File: config.mk
export PLATFORM = sky130hd
export DESIGN_NAME = chip8_mem_arbiter_flat
export DESIGN_NICKNAME = d
export VERILOG_FILES = /design/src/rtl/chip8_mem_arbiter_if.sv /design/src/rtl/chip8_mem_arbiter.sv /design/src/flat_wrapper.sv
export SDC_FILE = /design/constraint.sdc
export NUM_CORES = 1
export LEC_CHECK = 0
export BUFFER_PORTS_ARGS = -buffer_cell sky130_fd_sc_hd__buf_2
export CAP_MARGIN = 20
export CORE_UTILIZATION = 45
export DETAILED_ROUTE_END_ITERATION = 6
export GPL_TIMING_DRIVEN = 0
export HOLD_SLACK_MARGIN = 0.02
export PLACE_DENSITY = 0.83
export SLEW_MARGIN = 20
export SYNTH_ARGS = -nofsm -noshare
export SYNTH_HDL_FRONTEND = slang
export SYNTH_SLANG_ARGS = --single-unit
File: constraint.sdc
create_clock -name clk -period 1.9 [get_ports clk]
set_clock_uncertainty 0.15 [all_clocks]
set_input_delay 0.095 -clock clk [delete_from_list [all_inputs] [get_ports clk]]
set_output_delay 0.095 -clock clk [all_outputs]
set_load 0.01 [all_outputs]
File: src/rtl/chip8_mem_arbiter_if.sv
// CHIP-8 SRAM arbiter bus bundle.
// Covers loader, CPU and video request ports plus the SRAM side.
interface chip8_mem_arbiter_if #(
  parameter int ADDR_W = 12,
  parameter int DATA_W = 8
);
  logic              loading;
  logic [ADDR_W-1:0] ld_addr;
  logic [DATA_W-1:0] ld_data;
  logic              ld_we_n;

  logic              cpu_req;
  logic              cpu_we;
  logic [ADDR_W-1:0] cpu_addr;
  logic [DATA_W-1:0] cpu_wdata;
  logic              cpu_ack;
  logic [DATA_W-1:0] cpu_rdata;

  logic              vid_req;
  logic [ADDR_W-1:0] vid_addr;
  logic              vid_ack;
  logic [DATA_W-1:0] vid_rdata;

  logic [ADDR_W-1:0] mem_addr;
  logic [DATA_W-1:0] mem_wdata;
  logic              mem_we;
  logic [DATA_W-1:0] mem_rdata;

  logic              busy;

  modport slave (
    input  loading, ld_addr, ld_data, ld_we_n,
    input  cpu_req, cpu_we, cpu_addr, cpu_wdata,
    input  vid_req, vid_addr, mem_rdata,
    output cpu_ack, cpu_rdata, vid_ack, vid_rdata,
    output mem_addr, mem_wdata, mem_we, busy
  );

  modport master (
    output loading, ld_addr, ld_data, ld_we_n,
    output cpu_req, cpu_we, cpu_addr, cpu_wdata,
    output vid_req, vid_addr, mem_rdata,
    input  cpu_ack, cpu_rdata, vid_ack, vid_rdata,
    input  mem_addr, mem_wdata, mem_we, busy
  );
endinterface

File: src/rtl/chip8_mem_arbiter.sv
// CHIP-8 4 KB SRAM arbiter: loader pass-through while loading,
// otherwise round-robin CPU/video access, one at a time.
module chip8_mem_arbiter #(
  parameter int ADDR_W = 12,
  parameter int DATA_W = 8
) (
  input logic                clk,
  input logic                reset,
  chip8_mem_arbiter_if.slave bus
);

  typedef enum logic [2:0] {
    IDLE,
    LOAD,
    ACC,
    RD,
    DONE
  } state_e;

  typedef enum logic {
    GNT_CPU,
    GNT_VID
  } gnt_e;

  state_e            state_q, state_d;
  gnt_e              last_q, last_d;
  gnt_e              gnt_q, gnt_d;
  logic [ADDR_W-1:0] addr_q, addr_d;
  logic [DATA_W-1:0] wdata_q, wdata_d;
  logic              we_q, we_d;
  logic [DATA_W-1:0] cpu_rd_q, cpu_rd_d;
  logic [DATA_W-1:0] vid_rd_q, vid_rd_d;
  logic              pick_cpu;
  logic              in_load;

  // CPU wins unless video also asks and CPU had the last turn
  assign pick_cpu = bus.cpu_req &&
                    (!bus.vid_req || last_q == GNT_VID);

  always_comb begin
    state_d  = state_q;
    last_d   = last_q;
    gnt_d    = gnt_q;
    addr_d   = addr_q;
    wdata_d  = wdata_q;
    we_d     = 1'b0;
    cpu_rd_d = cpu_rd_q;
    vid_rd_d = vid_rd_q;
    unique case (state_q)
      IDLE: begin
        if (bus.loading) begin
          state_d = LOAD;
        end else if (bus.cpu_req || bus.vid_req) begin
          if (pick_cpu) begin
            gnt_d   = GNT_CPU;
            addr_d  = bus.cpu_addr;
            wdata_d = bus.cpu_wdata;
            we_d    = bus.cpu_we;
          end else begin
            gnt_d   = GNT_VID;
            addr_d  = bus.vid_addr;
          end
          last_d  = gnt_d;
          state_d = ACC;
        end
      end
      LOAD: begin
        if (!bus.loading) state_d = IDLE;
      end
      ACC: begin
        state_d = we_q ? DONE : RD;
      end
      RD: begin
        if (gnt_q == GNT_CPU) cpu_rd_d = bus.mem_rdata;
        else                  vid_rd_d = bus.mem_rdata;
        state_d = DONE;
      end
      DONE: begin
        state_d = bus.loading ? LOAD : IDLE;
      end
      default: state_d = IDLE;
    endcase
  end

  always_ff @(posedge clk or posedge reset) begin
    if (reset) begin
      state_q  <= IDLE;
      last_q   <= GNT_VID;
      gnt_q    <= GNT_CPU;
      addr_q   <= '0;
      wdata_q  <= '0;
      we_q     <= 1'b0;
      cpu_rd_q <= '0;
      vid_rd_q <= '0;
    end else begin
      state_q  <= state_d;
      last_q   <= last_d;
      gnt_q    <= gnt_d;
      addr_q   <= addr_d;
      wdata_q  <= wdata_d;
      we_q     <= we_d;
      cpu_rd_q <= cpu_rd_d;
      vid_rd_q <= vid_rd_d;
    end
  end

  // loader owns the SRAM pins combinationally only in LOAD
  assign in_load       = (state_q == LOAD);
  assign bus.mem_addr  = in_load ? bus.ld_addr : addr_q;
  assign bus.mem_wdata = in_load ? bus.ld_data : wdata_q;
  assign bus.mem_we    = in_load ? ~bus.ld_we_n : we_q;

  assign bus.cpu_ack   = (state_q == DONE) && (gnt_q == GNT_CPU);
  assign bus.vid_ack   = (state_q == DONE) && (gnt_q == GNT_VID);
  assign bus.cpu_rdata = cpu_rd_q;
  assign bus.vid_rdata = vid_rd_q;
  assign bus.busy      = (state_q != IDLE);

endmodule

File: src/flat_wrapper.sv
// flat-port wrapper written by rule: the top's interface ports become plain ports
module chip8_mem_arbiter_flat 
#(
  parameter int ADDR_W = 12,
  parameter int DATA_W = 8
)
  (clk, reset, bus_loading, bus_ld_addr, bus_ld_data, bus_ld_we_n, bus_cpu_req, bus_cpu_we, bus_cpu_addr, bus_cpu_wdata, bus_vid_req, bus_vid_addr, bus_mem_rdata, bus_cpu_ack, bus_cpu_rdata, bus_vid_ack, bus_vid_rdata, bus_mem_addr, bus_mem_wdata, bus_mem_we, bus_busy);
  chip8_mem_arbiter_if #(.ADDR_W(ADDR_W), .DATA_W(DATA_W)) bus_i ();
  input logic clk;
  input logic reset;
  input wire logic [$bits(bus_i.loading)-1:0] bus_loading;
  input wire logic [$bits(bus_i.ld_addr)-1:0] bus_ld_addr;
  input wire logic [$bits(bus_i.ld_data)-1:0] bus_ld_data;
  input wire logic [$bits(bus_i.ld_we_n)-1:0] bus_ld_we_n;
  input wire logic [$bits(bus_i.cpu_req)-1:0] bus_cpu_req;
  input wire logic [$bits(bus_i.cpu_we)-1:0] bus_cpu_we;
  input wire logic [$bits(bus_i.cpu_addr)-1:0] bus_cpu_addr;
  input wire logic [$bits(bus_i.cpu_wdata)-1:0] bus_cpu_wdata;
  input wire logic [$bits(bus_i.vid_req)-1:0] bus_vid_req;
  input wire logic [$bits(bus_i.vid_addr)-1:0] bus_vid_addr;
  input wire logic [$bits(bus_i.mem_rdata)-1:0] bus_mem_rdata;
  output wire logic [$bits(bus_i.cpu_ack)-1:0] bus_cpu_ack;
  output wire logic [$bits(bus_i.cpu_rdata)-1:0] bus_cpu_rdata;
  output wire logic [$bits(bus_i.vid_ack)-1:0] bus_vid_ack;
  output wire logic [$bits(bus_i.vid_rdata)-1:0] bus_vid_rdata;
  output wire logic [$bits(bus_i.mem_addr)-1:0] bus_mem_addr;
  output wire logic [$bits(bus_i.mem_wdata)-1:0] bus_mem_wdata;
  output wire logic [$bits(bus_i.mem_we)-1:0] bus_mem_we;
  output wire logic [$bits(bus_i.busy)-1:0] bus_busy;
  assign bus_i.loading = bus_loading;
  assign bus_i.ld_addr = bus_ld_addr;
  assign bus_i.ld_data = bus_ld_data;
  assign bus_i.ld_we_n = bus_ld_we_n;
  assign bus_i.cpu_req = bus_cpu_req;
  assign bus_i.cpu_we = bus_cpu_we;
  assign bus_i.cpu_addr = bus_cpu_addr;
  assign bus_i.cpu_wdata = bus_cpu_wdata;
  assign bus_i.vid_req = bus_vid_req;
  assign bus_i.vid_addr = bus_vid_addr;
  assign bus_i.mem_rdata = bus_mem_rdata;
  assign bus_cpu_ack = bus_i.cpu_ack;
  assign bus_cpu_rdata = bus_i.cpu_rdata;
  assign bus_vid_ack = bus_i.vid_ack;
  assign bus_vid_rdata = bus_i.vid_rdata;
  assign bus_mem_addr = bus_i.mem_addr;
  assign bus_mem_wdata = bus_i.mem_wdata;
  assign bus_mem_we = bus_i.mem_we;
  assign bus_busy = bus_i.busy;
  chip8_mem_arbiter #(.ADDR_W(ADDR_W), .DATA_W(DATA_W)) u_core (.clk(clk), .reset(reset), .bus(bus_i));
endmodule
==> report_table.html <==
<table>
<tr><th>Metric</th><th>Value</th></tr>
<tr><th colspan="2">Outcome</th></tr>
<tr><td>Result of the run</td><td>finished with violations</td></tr>
<tr><td>Violations in the final reports</td><td>negative setup slack</td></tr>
<tr><th colspan="2">Clocking</th></tr>
<tr><td>Clk Latency, worst-skew pair</td><td>0.29 ns</td></tr>
<tr><td>Total number of H-tree levels</td><td>2</td></tr>
<tr><td>Worst-path clk slew</td><td>~0.080 ns</td></tr>
<tr><td>Clock tree from TritonCTS</td><td>done</td></tr>
<tr><td>Buffer cell driving the clock tree root</td><td>sky130_fd_sc_hd__clkbuf_8</td></tr>
<tr><td>Count of clock tree sinks</td><td>42</td></tr>
<tr><td>Clock buffers created by TritonCTS</td><td>5</td></tr>
<tr><td>Number of buffers on the longest clock path</td><td>2</td></tr>
<tr><th colspan="2">Drt</th></tr>
<tr><td>Count of routing violations after the opening detailed-route iteration</td><td>122</td></tr>
<tr><td>Post-detailed-route DRC marker count</td><td>0</td></tr>
<tr><td>Final routed wire length divided by cell count</td><td>20.7 µm</td></tr>
<tr><td>ANT nets after route</td><td>0</td></tr>
<tr><td>WL met3</td><td>531 µm</td></tr>
<tr><td>Detail-routed via count per cell</td><td>~5.7</td></tr>
<tr><td>Total Wirelength</td><td>7700 µm</td></tr>
<tr><td>Top Layer Used</td><td>met4</td></tr>
<tr><td>TritonRoute pass-1 iters</td><td>4</td></tr>
<tr><td>Metal1 wirelength</td><td>2710 µm</td></tr>
<tr><td>Met2 routed wirelength</td><td>4070 µm</td></tr>
<tr><td>Routed via count</td><td>2119</td></tr>
<tr><th colspan="2">Run</th></tr>
<tr><td>Number of max-cap violations</td><td>0</td></tr>
<tr><th colspan="2">Yosys</th></tr>
<tr><td>Synth Cell Area</td><td>2050 µm²</td></tr>
<tr><td>Mean instance size in the synthesized netlist</td><td>13.5 µm²</td></tr>
<tr><td>Count of unique library cells instantiated by Yosys</td><td>32</td></tr>
<tr><td>Synthesized-area fraction occupied by and/or/nand/nor cells</td><td>5.73%</td></tr>
<tr><td>Sequential cell area fraction in the yosys report</td><td>51.2%</td></tr>
<tr><td>Top FF cell, synth</td><td>sky130_fd_sc_hd__dfrtp_1</td></tr>
<tr><td>Synthesized instance count</td><td>152</td></tr>
<tr><td>Top-count cell post-synth</td><td>sky130_fd_sc_hd__dfrtp_1</td></tr>
<tr><td>Leading post-synthesis cells by cell area</td><td>sky130_fd_sc_hd__dfrtp_1, sky130_fd_sc_hd__mux2_2, sky130_fd_sc_hd__mux2_4</td></tr>
<tr><td>Adder-cell share of the synthesized area</td><td>0%</td></tr>
<tr><td>Top cells by count, synth</td><td>sky130_fd_sc_hd__dfrtp_1, sky130_fd_sc_hd__mux2_2, sky130_fd_sc_hd__a2bb2oi_1, sky130_fd_sc_hd__o32ai_1, sky130_fd_sc_hd__mux2_4</td></tr>
<tr><td>Synth Area in Compound Gates</td><td>13.3%</td></tr>
<tr><td>Post-synthesis async set-or-reset flop share</td><td>between 90% and 100%</td></tr>
<tr><td>Number of synthesized flops with an enable pin</td><td>0</td></tr>
<tr><td>Proportion of synthesized area in mux cells</td><td>25.6%</td></tr>
<tr><td>Cell accounting for the most synthesized area</td><td>sky130_fd_sc_hd__dfrtp_1</td></tr>
<tr><td>Number of nets in the synthesized netlist</td><td>around 220</td></tr>
<tr><td>Number of synthesized register bits</td><td>42</td></tr>
<tr><td>XOR/XNOR Fraction of Synth Area</td><td>0%</td></tr>
<tr><td>Yosys synthesis warning count</td><td>0</td></tr>
<tr><td>Share of Yosys cell area claimed by the top area cell type</td><td>50.0%</td></tr>
<tr><td>Dominant combinational cell family by area after synthesis</td><td>multiplexers</td></tr>
<tr><th colspan="2">Floorplan</th></tr>
<tr><td>Total die area</td><td>4840 µm²</td></tr>
<tr><td>Starting density of the core</td><td>between 40% and 50%</td></tr>
<tr><td>Area of the placeable core</td><td>between 4000 and 5000 µm²</td></tr>
<tr><td>Die Span X</td><td>69.5 µm</td></tr>
<tr><td>Vertical die dimension</td><td>69.5 µm</td></tr>
<tr><td>Ports placed on the boundary</td><td>107</td></tr>
<tr><td>FP Rows</td><td>24</td></tr>
<tr><th colspan="2">Finish</th></tr>
<tr><td>P&amp;R area growth vs syn</td><td>73.7%</td></tr>
<tr><td>Fill cell total of the finished layout</td><td>between 200 and 250</td></tr>
<tr><td>Final core utilization</td><td>a little over 80%</td></tr>
<tr><td>Final #Nets</td><td>between 300 and 400</td></tr>
<tr><td>Inserted Diodes</td><td>0</td></tr>
<tr><td>Proportion of layout cells with a drive suffix above 1</td><td>59.1%</td></tr>
<tr><th colspan="2">STA</th></tr>
<tr><td>Final worst slack</td><td>-0.0939 ns</td></tr>
<tr><td>Worst Tran Pin Value</td><td>0.490 ns</td></tr>
<tr><td>Hold_ws</td><td>0.0307 ns</td></tr>
<tr><td>Highest Clock Rate</td><td>502 MHz</td></tr>
<tr><td>Worst relative slew slack</td><td>approximately two thirds</td></tr>
<tr><td>Final critical delay including setup and external delays</td><td>1.99 ns</td></tr>
<tr><td>Count of final hold-check violations</td><td>0</td></tr>
<tr><td>Finish-stage setup viols</td><td>28</td></tr>
<tr><td>Post-route clock period utilization</td><td>105%</td></tr>
<tr><td>RSZ-0062 raised after global routing</td><td>yes</td></tr>
<tr><td>Max Transition Viols Final</td><td>0</td></tr>
<tr><th colspan="2">Critical path</th></tr>
<tr><td>CP Class</td><td>reg2out</td></tr>
<tr><td>Highest net fanout along the worst path</td><td>5</td></tr>
<tr><td>Required @ worst endpoint</td><td>1.65 ns</td></tr>
<tr><td>Top cell family by delay on the critical path</td><td>buffers and inverters</td></tr>
<tr><td>Worst EP arrival</td><td>between 1.5 and 2 ns</td></tr>
<tr><td>Number of buffers and inverters on the critical path</td><td>4</td></tr>
<tr><td>Most repeated library cell on the critical path</td><td>sky130_fd_sc_hd__buf_6</td></tr>
<tr><td>Cell with the largest stage delay on the worst path</td><td>sky130_fd_sc_hd__dfrtp_1</td></tr>
<tr><td>List of cells traversed by the critical path</td><td>buf_6 &gt; nor3b_4 &gt; buf_12 &gt; buf_8 &gt; mux2_4 &gt; buf_6</td></tr>
<tr><td>Type of destination of the critical path</td><td>output pin</td></tr>
<tr><td>Largest stage delay, worst path</td><td>0.38 ns</td></tr>
<tr><td>Launching element type of the critical path</td><td>flop</td></tr>
<tr><th colspan="2">Global route</th></tr>
<tr><td>Largest net degree at the start of global routing</td><td>24</td></tr>
<tr><td>Number of global-route vias before repair</td><td>2200</td></tr>
<tr><td>Initial antenna violation count</td><td>0</td></tr>
<tr><td>Global-route wire length before repair</td><td>between 10000 and 15000 µm</td></tr>
<tr><td>Total GRT Usage</td><td>30.0%</td></tr>
<tr><td>Overflow after GRT</td><td>0</td></tr>
<tr><th colspan="2">Placement</th></tr>
<tr><td>Port Buf Inserts</td><td>106</td></tr>
<tr><td>Pre-CTS WS</td><td>-0.203 ns</td></tr>
<tr><td>Final RePlAce weighted congestion</td><td>0.777</td></tr>
<tr><td>DPL Wire Length</td><td>about 3800 µm</td></tr>
<tr><th colspan="2">Power and ir drop</th></tr>
<tr><td>Max VDD drop</td><td>around 0.0012 V</td></tr>
<tr><td>Leakage power summed over all cells</td><td>about 1.7 nW</td></tr>
<tr><td>Areal power density over the cells</td><td>1640 nW/µm²</td></tr>
<tr><th colspan="2">Hold path</th></tr>
<tr><td>Hold crit path type</td><td>in2reg</td></tr>
</table>
[layout by cell type, fill, tap and decap left out, types with 3 or more instances in the layout]
cell type and count:
sky130_fd_sc_hd__o32ai_1 12, sky130_fd_sc_hd__inv_1 3, sky130_fd_sc_hd__buf_8 3, sky130_fd_sc_hd__dfrtp_1 40
sky130_fd_sc_hd__clkbuf_8 6, sky130_fd_sc_hd__buf_6 26, sky130_fd_sc_hd__nor2_1 3, sky130_fd_sc_hd__dlygate4sd3_1 40
sky130_fd_sc_hd__a2bb2oi_1 12, sky130_fd_sc_hd__mux2_2 16, sky130_fd_sc_hd__buf_2 87, sky130_fd_sc_hd__clkbuf_1 4
sky130_fd_sc_hd__mux2_4 28, sky130_fd_sc_hd__buf_4 9
[worst register-to-register path: stages, from the launching register on]
cell	delay, ns
sky130_fd_sc_hd__dfrtp_1	0.38
sky130_fd_sc_hd__buf_6	0.13
sky130_fd_sc_hd__buf_12	0.12
sky130_fd_sc_hd__nor4_4	0.38
sky130_fd_sc_hd__nand3b_1	0.16
sky130_fd_sc_hd__buf_6	0.19
sky130_fd_sc_hd__mux2_4	0.31
[layout make-up]
class                           count  area [µm²]  area share, %
Timing Repair Buffer              161        1230           34.5
Sequential cell                    42        1050           29.5
Multi-Input combinational cell     94        1020           28.5
Buffer                             11        92.6           2.60
Clock buffer                        7        86.3           2.42
Tap cell                           52        65.1           1.82
Inverter                            4        15.0          0.421
Clock inverter                      1        5.00          0.140
[where the power goes]
part	switching (mW)	total (mW)	internal [mW]
logic	1.44	3.62	2.18
clock network	0.307	0.601	0.294
registers	0.301	1.64	1.34
total	2.05	5.85	3.81
[path summary, 6_finish.rpt]
path	start	endpoint	slack (ns)	depth (start not counted)
max	u_core.state_q[1]	bus_mem_addr[4]	-0.09	6
min	bus_vid_addr[11]	u_core.addr_q[11]	0.03	3
max reg2reg	u_core.state_q[1]	u_core.wdata_q[1]	-0.02	6
min reg2reg	u_core.bus.vid_rdata[3]	u_core.bus.vid_rdata[3]	0.36	1
max in group asynchronous	reset	u_core.last_q	0.83	4
min in group asynchronous	reset	u_core.wdata_q[1]	0.22	3
[metrics by stage]
stage	cells	setup TNS, ns	area, µm²	power, mW
6_report	372	-1.60	3570	5.85
5_1_grt	372	-3.45	3570	6.08
4_1_cts	366	-0.537	3460	5.46
3_5_place_dp	311	-3.20	2680	3.92
3_3_place_gp	310	-3.16	2650	3.82
2_1_floorplan	152	0	2050	3.12
[registers in the layout, indices dropped and copies added (netlist names)]
name	flops
u_core.last_q	1
u_core.wdata_q	8
u_core.gnt_q	1
u_core.bus.vid_rdata	8
u_core.bus.cpu_rdata	8
u_core.addr_q	12
u_core.state_q	3
u_core.we_q	1
[cells by family after synthesis]
group	Yosys count
muxes	44
DFF	42
AOI/OAI and AO/OA	33
and+or+nand+nor	17
buffers and inverters	16
[per-layer routing]
metal | track usage, % | vias to the layer above
met5 | 0 | -
li1 | - | 907
met2 | 52.5 | 137
met4 | 17.7 | 0
met1 | 32.9 | 1034
met3 | 7.12 | 41
[what timing repair did]
item,CTS,global route
gates cloned,2,0
setup endpoints to repair,21,40
hold endpoints to repair,79,1
buffers inserted,7,6
hold buffers,39,1
resized for setup,54,12
pin swaps,1,3
No activity file was read; power rests on OpenSTA's default activity.
